===== src/rtl/ms_timer_scheduler.sv =====
// ms_timer_scheduler: one shared 1 ms prescaler plus four one-shot
// millisecond countdown channels.
//
// A round-robin arbiter loads at most one channel per cycle. Every running
// channel counts down on the edge that samples tick_1ms high. done pulses
// one cycle as the count expires. All outputs come straight from registers.
module ms_timer_scheduler #(
    parameter int TICK_DIV = 50000,
    parameter int DW       = 10
) (
    input  logic            clk_50mhz,
    input  logic            reset,
    input  logic [3:0]      req,
    input  logic [4*DW-1:0] req_ms,
    input  logic [3:0]      cancel,
    output logic [3:0]      grant,
    output logic [3:0]      busy,
    output logic [3:0]      done,
    output logic            tick_1ms,
    output logic [DW-1:0]   ms_count
);

    localparam int PW = (TICK_DIV > 1) ? $clog2(TICK_DIV) : 1;
    localparam logic [PW-1:0] PRESC_MAX = PW'(TICK_DIV - 1);

    // Pick the first eligible channel, searching from ptr upward modulo 4.
    function automatic logic [3:0] rr_pick(input logic [3:0] elig, input logic [1:0] ptr);
        logic [3:0] g;
        logic [1:0] idx;
        logic       found;
        g     = 4'b0000;
        found = 1'b0;
        for (int k = 0; k < 4; k++) begin
            idx = ptr + 2'(k);
            if (!found && elig[idx]) begin
                g[idx] = 1'b1;
                found  = 1'b1;
            end else begin
                found = found;
            end
        end
        return g;
    endfunction

    logic [PW-1:0] presc_r;
    logic          tick_r;
    logic [DW-1:0] ms_count_r;
    logic          wrap_s;

    logic [1:0]    rr_r;
    logic [1:0]    rr_nxt_s;
    logic [3:0]    eligible_s;
    logic [3:0]    gnt_s;

    logic [DW-1:0] rem_r     [4];
    logic [DW-1:0] rem_nxt_s [4];
    logic [3:0]    busy_r;
    logic [3:0]    busy_nxt_s;
    logic [3:0]    done_r;
    logic [3:0]    done_nxt_s;
    logic [3:0]    grant_r;

    assign wrap_s = (presc_r == PRESC_MAX);

    // Shared prescaler: wrap every TICK_DIV cycles, pulse tick and bump ms_count.
    always_ff @(posedge clk_50mhz) begin
        if (!reset) begin
            presc_r    <= '0;
            tick_r     <= 1'b0;
            ms_count_r <= '0;
        end else if (wrap_s) begin
            presc_r    <= '0;
            tick_r     <= 1'b1;
            ms_count_r <= ms_count_r + DW'(1);
        end else begin
            presc_r    <= presc_r + PW'(1);
            tick_r     <= 1'b0;
            ms_count_r <= ms_count_r;
        end
    end

    // Round-robin grant selection among idle requesters and the next pointer.
    always_comb begin
        eligible_s = req & ~busy_r;
        gnt_s      = rr_pick(eligible_s, rr_r);
        case (gnt_s)
            4'b0001: rr_nxt_s = 2'd1;
            4'b0010: rr_nxt_s = 2'd2;
            4'b0100: rr_nxt_s = 2'd3;
            4'b1000: rr_nxt_s = 2'd0;
            default: rr_nxt_s = rr_r;
        endcase
    end

    // Per-channel next state: a grant loads the channel, a cancel of a running
    // timer beats a tick that arrives on the same edge, and a tick counts the
    // channel down. A channel granted on a tick edge is idle at sample time,
    // so its fresh value is never decremented by that tick.
    always_comb begin
        for (int i = 0; i < 4; i++) begin
            rem_nxt_s[i]  = rem_r[i];
            busy_nxt_s[i] = busy_r[i];
            done_nxt_s[i] = 1'b0;
            if (gnt_s[i]) begin
                rem_nxt_s[i] = req_ms[DW*i +: DW];
                if (req_ms[DW*i +: DW] != '0) begin
                    busy_nxt_s[i] = 1'b1;
                end else begin
                    done_nxt_s[i] = 1'b1;
                end
            end else if (busy_r[i] && cancel[i]) begin
                rem_nxt_s[i]  = '0;
                busy_nxt_s[i] = 1'b0;
            end else if (busy_r[i] && tick_r) begin
                if (rem_r[i] > DW'(1)) begin
                    rem_nxt_s[i] = rem_r[i] - DW'(1);
                end else begin
                    rem_nxt_s[i]  = '0;
                    busy_nxt_s[i] = 1'b0;
                    done_nxt_s[i] = 1'b1;
                end
            end else begin
                rem_nxt_s[i] = rem_r[i];
            end
        end
    end

    // Arbiter pointer, channel state and registered grant/done pulses.
    always_ff @(posedge clk_50mhz) begin
        if (!reset) begin
            rr_r    <= 2'd0;
            busy_r  <= 4'b0000;
            done_r  <= 4'b0000;
            grant_r <= 4'b0000;
            for (int i = 0; i < 4; i++) begin
                rem_r[i] <= '0;
            end
        end else begin
            rr_r    <= rr_nxt_s;
            busy_r  <= busy_nxt_s;
            done_r  <= done_nxt_s;
            grant_r <= gnt_s;
            for (int i = 0; i < 4; i++) begin
                rem_r[i] <= rem_nxt_s[i];
            end
        end
    end

    assign grant    = grant_r;
    assign busy     = busy_r;
    assign done     = done_r;
    assign tick_1ms = tick_r;
    assign ms_count = ms_count_r;

endmodule

===== config.mk =====
export PLATFORM = sky130hd
export DESIGN_NAME = ms_timer_scheduler
export DESIGN_NICKNAME = d
export VERILOG_FILES = /design/src/rtl/ms_timer_scheduler.sv
export SDC_FILE = /design/constraint.sdc
export NUM_CORES = 1
export LEC_CHECK = 0
export BUFFER_PORTS_ARGS = -buffer_cell sky130_fd_sc_hd__buf_2
export CORE_AREA = 8 8 117 119
export CTS_CLUSTER_SIZE = 16
export DETAILED_ROUTE_END_ITERATION = 8
export DIE_AREA = 0 0 125 127
export MAX_ROUTING_LAYER = met4
export PLACE_DENSITY = 0.66
export SLEW_MARGIN = 15
export SYNTH_ARGS = -nofsm -noshare
export SYNTH_HDL_FRONTEND = slang
export SYNTH_SLANG_ARGS = --single-unit

===== constraint.sdc =====
create_clock -name clk_50mhz -period 4.31 [get_ports clk_50mhz]
set_clock_uncertainty 0.15 [all_clocks]
set_input_delay 0.431 -clock clk_50mhz [delete_from_list [all_inputs] [get_ports clk_50mhz]]
set_output_delay 0.431 -clock clk_50mhz [all_outputs]
set_load 0.005 [all_outputs]

==> summary.txt <==
Finish
  – Nets: 757
  – Final instance area: roughly 5700 um2
  – Area growth from synthesis to layout: 16.2%
  – Sequential cell area: 1620 um2
  – FILL cells: approximately 1200
  – Diodes inserted: 0
  – Area of the multi-input gates: 3050 um2
  – Share of post-route cells with drive strength above 1: 0.164

Critical path
  – Critical Path End Type: register
  – Worst R2R Start: rr_r[0]
  – CP arrival: between 3000 and 4000 ps
  – CP Launch Type: register
  – CP endpoint: rem_r[2][4]
  – Reg-to-reg slack, setup: between 500 and 600 ps
  – Crit Path Max Fanout: 20
  – R2R depth: 9
  – WP data required: about 4400 ps
  – Reg-to-Reg End: rem_r[2][4]
  – Crit path launch: rr_r[0]
  – Critical path type: register to register

Timing
  – Part of the cycle the worst path needs: 0.873
  – Slew Limit Fails: 0
  – RSZ-0062 raised after global routing: false
  – TNS Setup: 0 ps
  – Worst Tran Pin Value: between 800 and 900 ps
  – Crit path time final: approximately 3800 ps
  – Max Clk Rate: 266 MHz
  – Final hold vios: 0
  – Slew margin rel.: 0.396
  – Final setup viols: 0

Power
  – Max IR drop VDD: between 0.0003 and 0.0004 V
  – Combinational power share: 0.551
  – Net Sw Frac: 0.456
  – Leakage power: about 2.3 nW
  – Pwr Density: 761 nW/um2
  – Internal power: 2.34 mW
  – Clk pwr share: 0.187
  – NetSw: between 1.5 and 2 mW
  – Sequential power share: 0.262

CTS
  – Clock root cell: clkbuf_16
  – Clock sink count: 81
  – CTS hold repair buffers: 0
  – CTS HTree Levels: 3
  – CTS tree: done
  – Setup Buffers After CTS: 0
  – Clock buffer depth: 2
  – Clk_lat worst skew: approximately 340 ps
  – Clock-pin slew on the worst setup and hold paths: ~60 ps
  – Number of cells upsized or downsized after cts: 0
  – CTS buffer count: 9

Floorplanning
  – Num rows: 40
  – Vert. Die Dim: 127 um
  – Die area: roughly 16000 um2
  – Core Footprint: 11800 um2
  – Die Wd: 125 um
  – Top-Level Pins: 73
  – Initial Utilization: 0.413

Route
  – Routed len/inst: between 15 and 20 um
  – Detailed-route wire length: 13200 um
  – Drt first pass iters: 6
  – Detail Route Antenna Nets: 0
  – Drt via density: approximately 5.8
  – Vias: 4890
  – Number of remaining DRC errors: 0
  – Drt first-iter violations: roughly 530

Yosys
  – Syn Area/Cell: about 7.8 um2
  – Seq/Total Area, Yosys: 0.333
  – Syn nets: approximately 700
  – Ys Warns: 0
  – Mapped Cells: 625
  – Seq cells post-synth: 81
  – Post-synth EDFFs: 0
  – Asr flop ratio synth: 0
  – Most used DFF post-synth: dfxtp_1
  – Netlist cell types: between 60 and 70
  – Cell Area, Synth: 4870 um2

Placed design
  – DP HPWL: about 9600 um
  – GP Congestion: about 0.93
  – Placed cell area: 5350 um2
  – I/O Buffers: 72

Flow run
  – MaxCap Viol Count: 0

GRT
  – Grt ovf: 0
  – First-pass GRT wire length: around 22000 um
  – Global-route usage over all layers: 0.170
  – Number of global-route vias before repair: 4640
  – Initial antenna violation count: 0
  – Largest net degree at the start of global routing: 36

Outcome
  – Status: complete, no violations

Hold path
  – Worst min path class: input port to register
[power by group through the flow]
| stage | Combinational, mW | Sequential, mW | Clock [mW] |
|---|---|---|---|
| global placement | 2.30 | 1.13 | 0 |
| CTS | 2.35 | 1.12 | 0.829 |
| finish | 2.37 | 1.13 | 0.805 |
| global route | 2.65 | 1.16 | 0.861 |
| floorplan | 1.91 | 1.08 | 0 |
| detailed placement | 2.34 | 1.14 | 0 |
[stage by stage]
| stage | std cells | setup slack (ps) | hold WS, ps | utilization | power, mW |
|---|---|---|---|---|---|
| after floorplan | 625 | 1120 | 263 | - | 3.00 |
| after detailed placement | 826 | 642 | 284 | 0.453 | 3.47 |
| after global placement | 826 | 798 | 276 | 0.453 | 3.43 |
| after CTS | 842 | 628 | 174 | 0.479 | 4.31 |
| final | 842 | 548 | 187 | 0.479 | 4.31 |
| after global routing | 842 | 264 | 192 | 0.479 | 4.67 |
[critical path: stages (launching register included)]
cell and delay, ps:
dfxtp_1 610, inv_1 220, ha_1 420, nor3_1 230, a21oi_1 100, o41ai_4 670
a221o_1 680, nor2_1 250, a21oi_1 200, o32ai_1 100
[area by class of cell]
class                           instances  area share
Clock buffer                           12      0.0471
Clock inverter                          4     0.00884
Inverter                               16      0.0106
Multi-Input combinational cell        500       0.538
Sequential cell                        81       0.286
Tap cell                              147      0.0325
Timing Repair Buffer                   82      0.0769
[state kept, by name (all words and copies together) (netlist names)]
name / count
presc_r: 16
done: 4
tick_1ms: 1
busy: 4
grant: 4
rem_r: 40
ms_count: 10
rr_r: 2
[synth_stat cells, types with 6 or more instances]
| cell | n | area [um2] |
|---|---|---|
| a21oi_1 | 46 | 230 |
| and3_1 | 12 | 75.1 |
| buf_2 | 9 | 45.0 |
| clkbuf_1 | 13 | 48.8 |
| dfxtp_1 | 81 | 1620 |
| ha_1 | 17 | 213 |
| inv_1 | 15 | 56.3 |
| nand2_1 | 69 | 259 |
| nand2b_1 | 8 | 50.1 |
| nand3_1 | 29 | 145 |
| nand4_1 | 10 | 62.6 |
| nor2_1 | 86 | 323 |
| nor3_1 | 26 | 130 |
| nor4_1 | 24 | 150 |
| o211a_1 | 6 | 60.1 |
| o21a_1 | 6 | 45.0 |
| o21ai_0 | 31 | 155 |
| o311ai_0 | 7 | 61.3 |
| or3_1 | 10 | 62.6 |
| xnor2_1 | 13 | 114 |
| xor2_1 | 10 | 87.6 |
[cells in the final DEF, fill, tap and decap left out, types with 12 or more instances in the layout]
cell,count
xnor2_1,13
nor2_1,86
a21oi_1,46
nor4_1,24
nand2_1,69
inv_1,15
and3_1,12
nand3_1,29
o21ai_0,31
buf_2,72
nor3_1,26
ha_1,17
dfxtp_1,81
[kinds of logic (layout without fill, tap and decap cells)]
logic type	Yosys count	count (layout)	share of synthesized area
and+or+nand+nor	297	297	0.296
AOI/OAI and AO/OA	158	158	0.228
DFF	81	81	0.333
buffers and inverters	44	114	0.0426
xor gates and xnor gates	23	23	0.0413
adders and majority gates	17	17	0.0436
muxes	5	5	0.0157
[layer usage]
metal	vias to the layer above	track usage	wire length (um)
met3	19	0.0354	782
met5	-	-	0
met4	0	0.0802	265
met1	2271	0.205	6110
met2	163	0.268	6060
li1	2437	-	-
[worst min path at each step]
stage                from          end  slack [ps]  cells past startpoint
2_1_floorplan  presc_r[0]   presc_r[0]         260                      1
3_3_place_gp   presc_r[0]   presc_r[0]         280                      1
3_5_place_dp   presc_r[0]   presc_r[0]         280                      1
4_1_cts        req_ms[16]  rem_r[1][6]         170                      3
5_1_grt        req_ms[16]  rem_r[1][6]         190                      3
6_report       req_ms[16]  rem_r[1][6]         190                      3
Note: power is estimated with default switching activity, not from simulation.
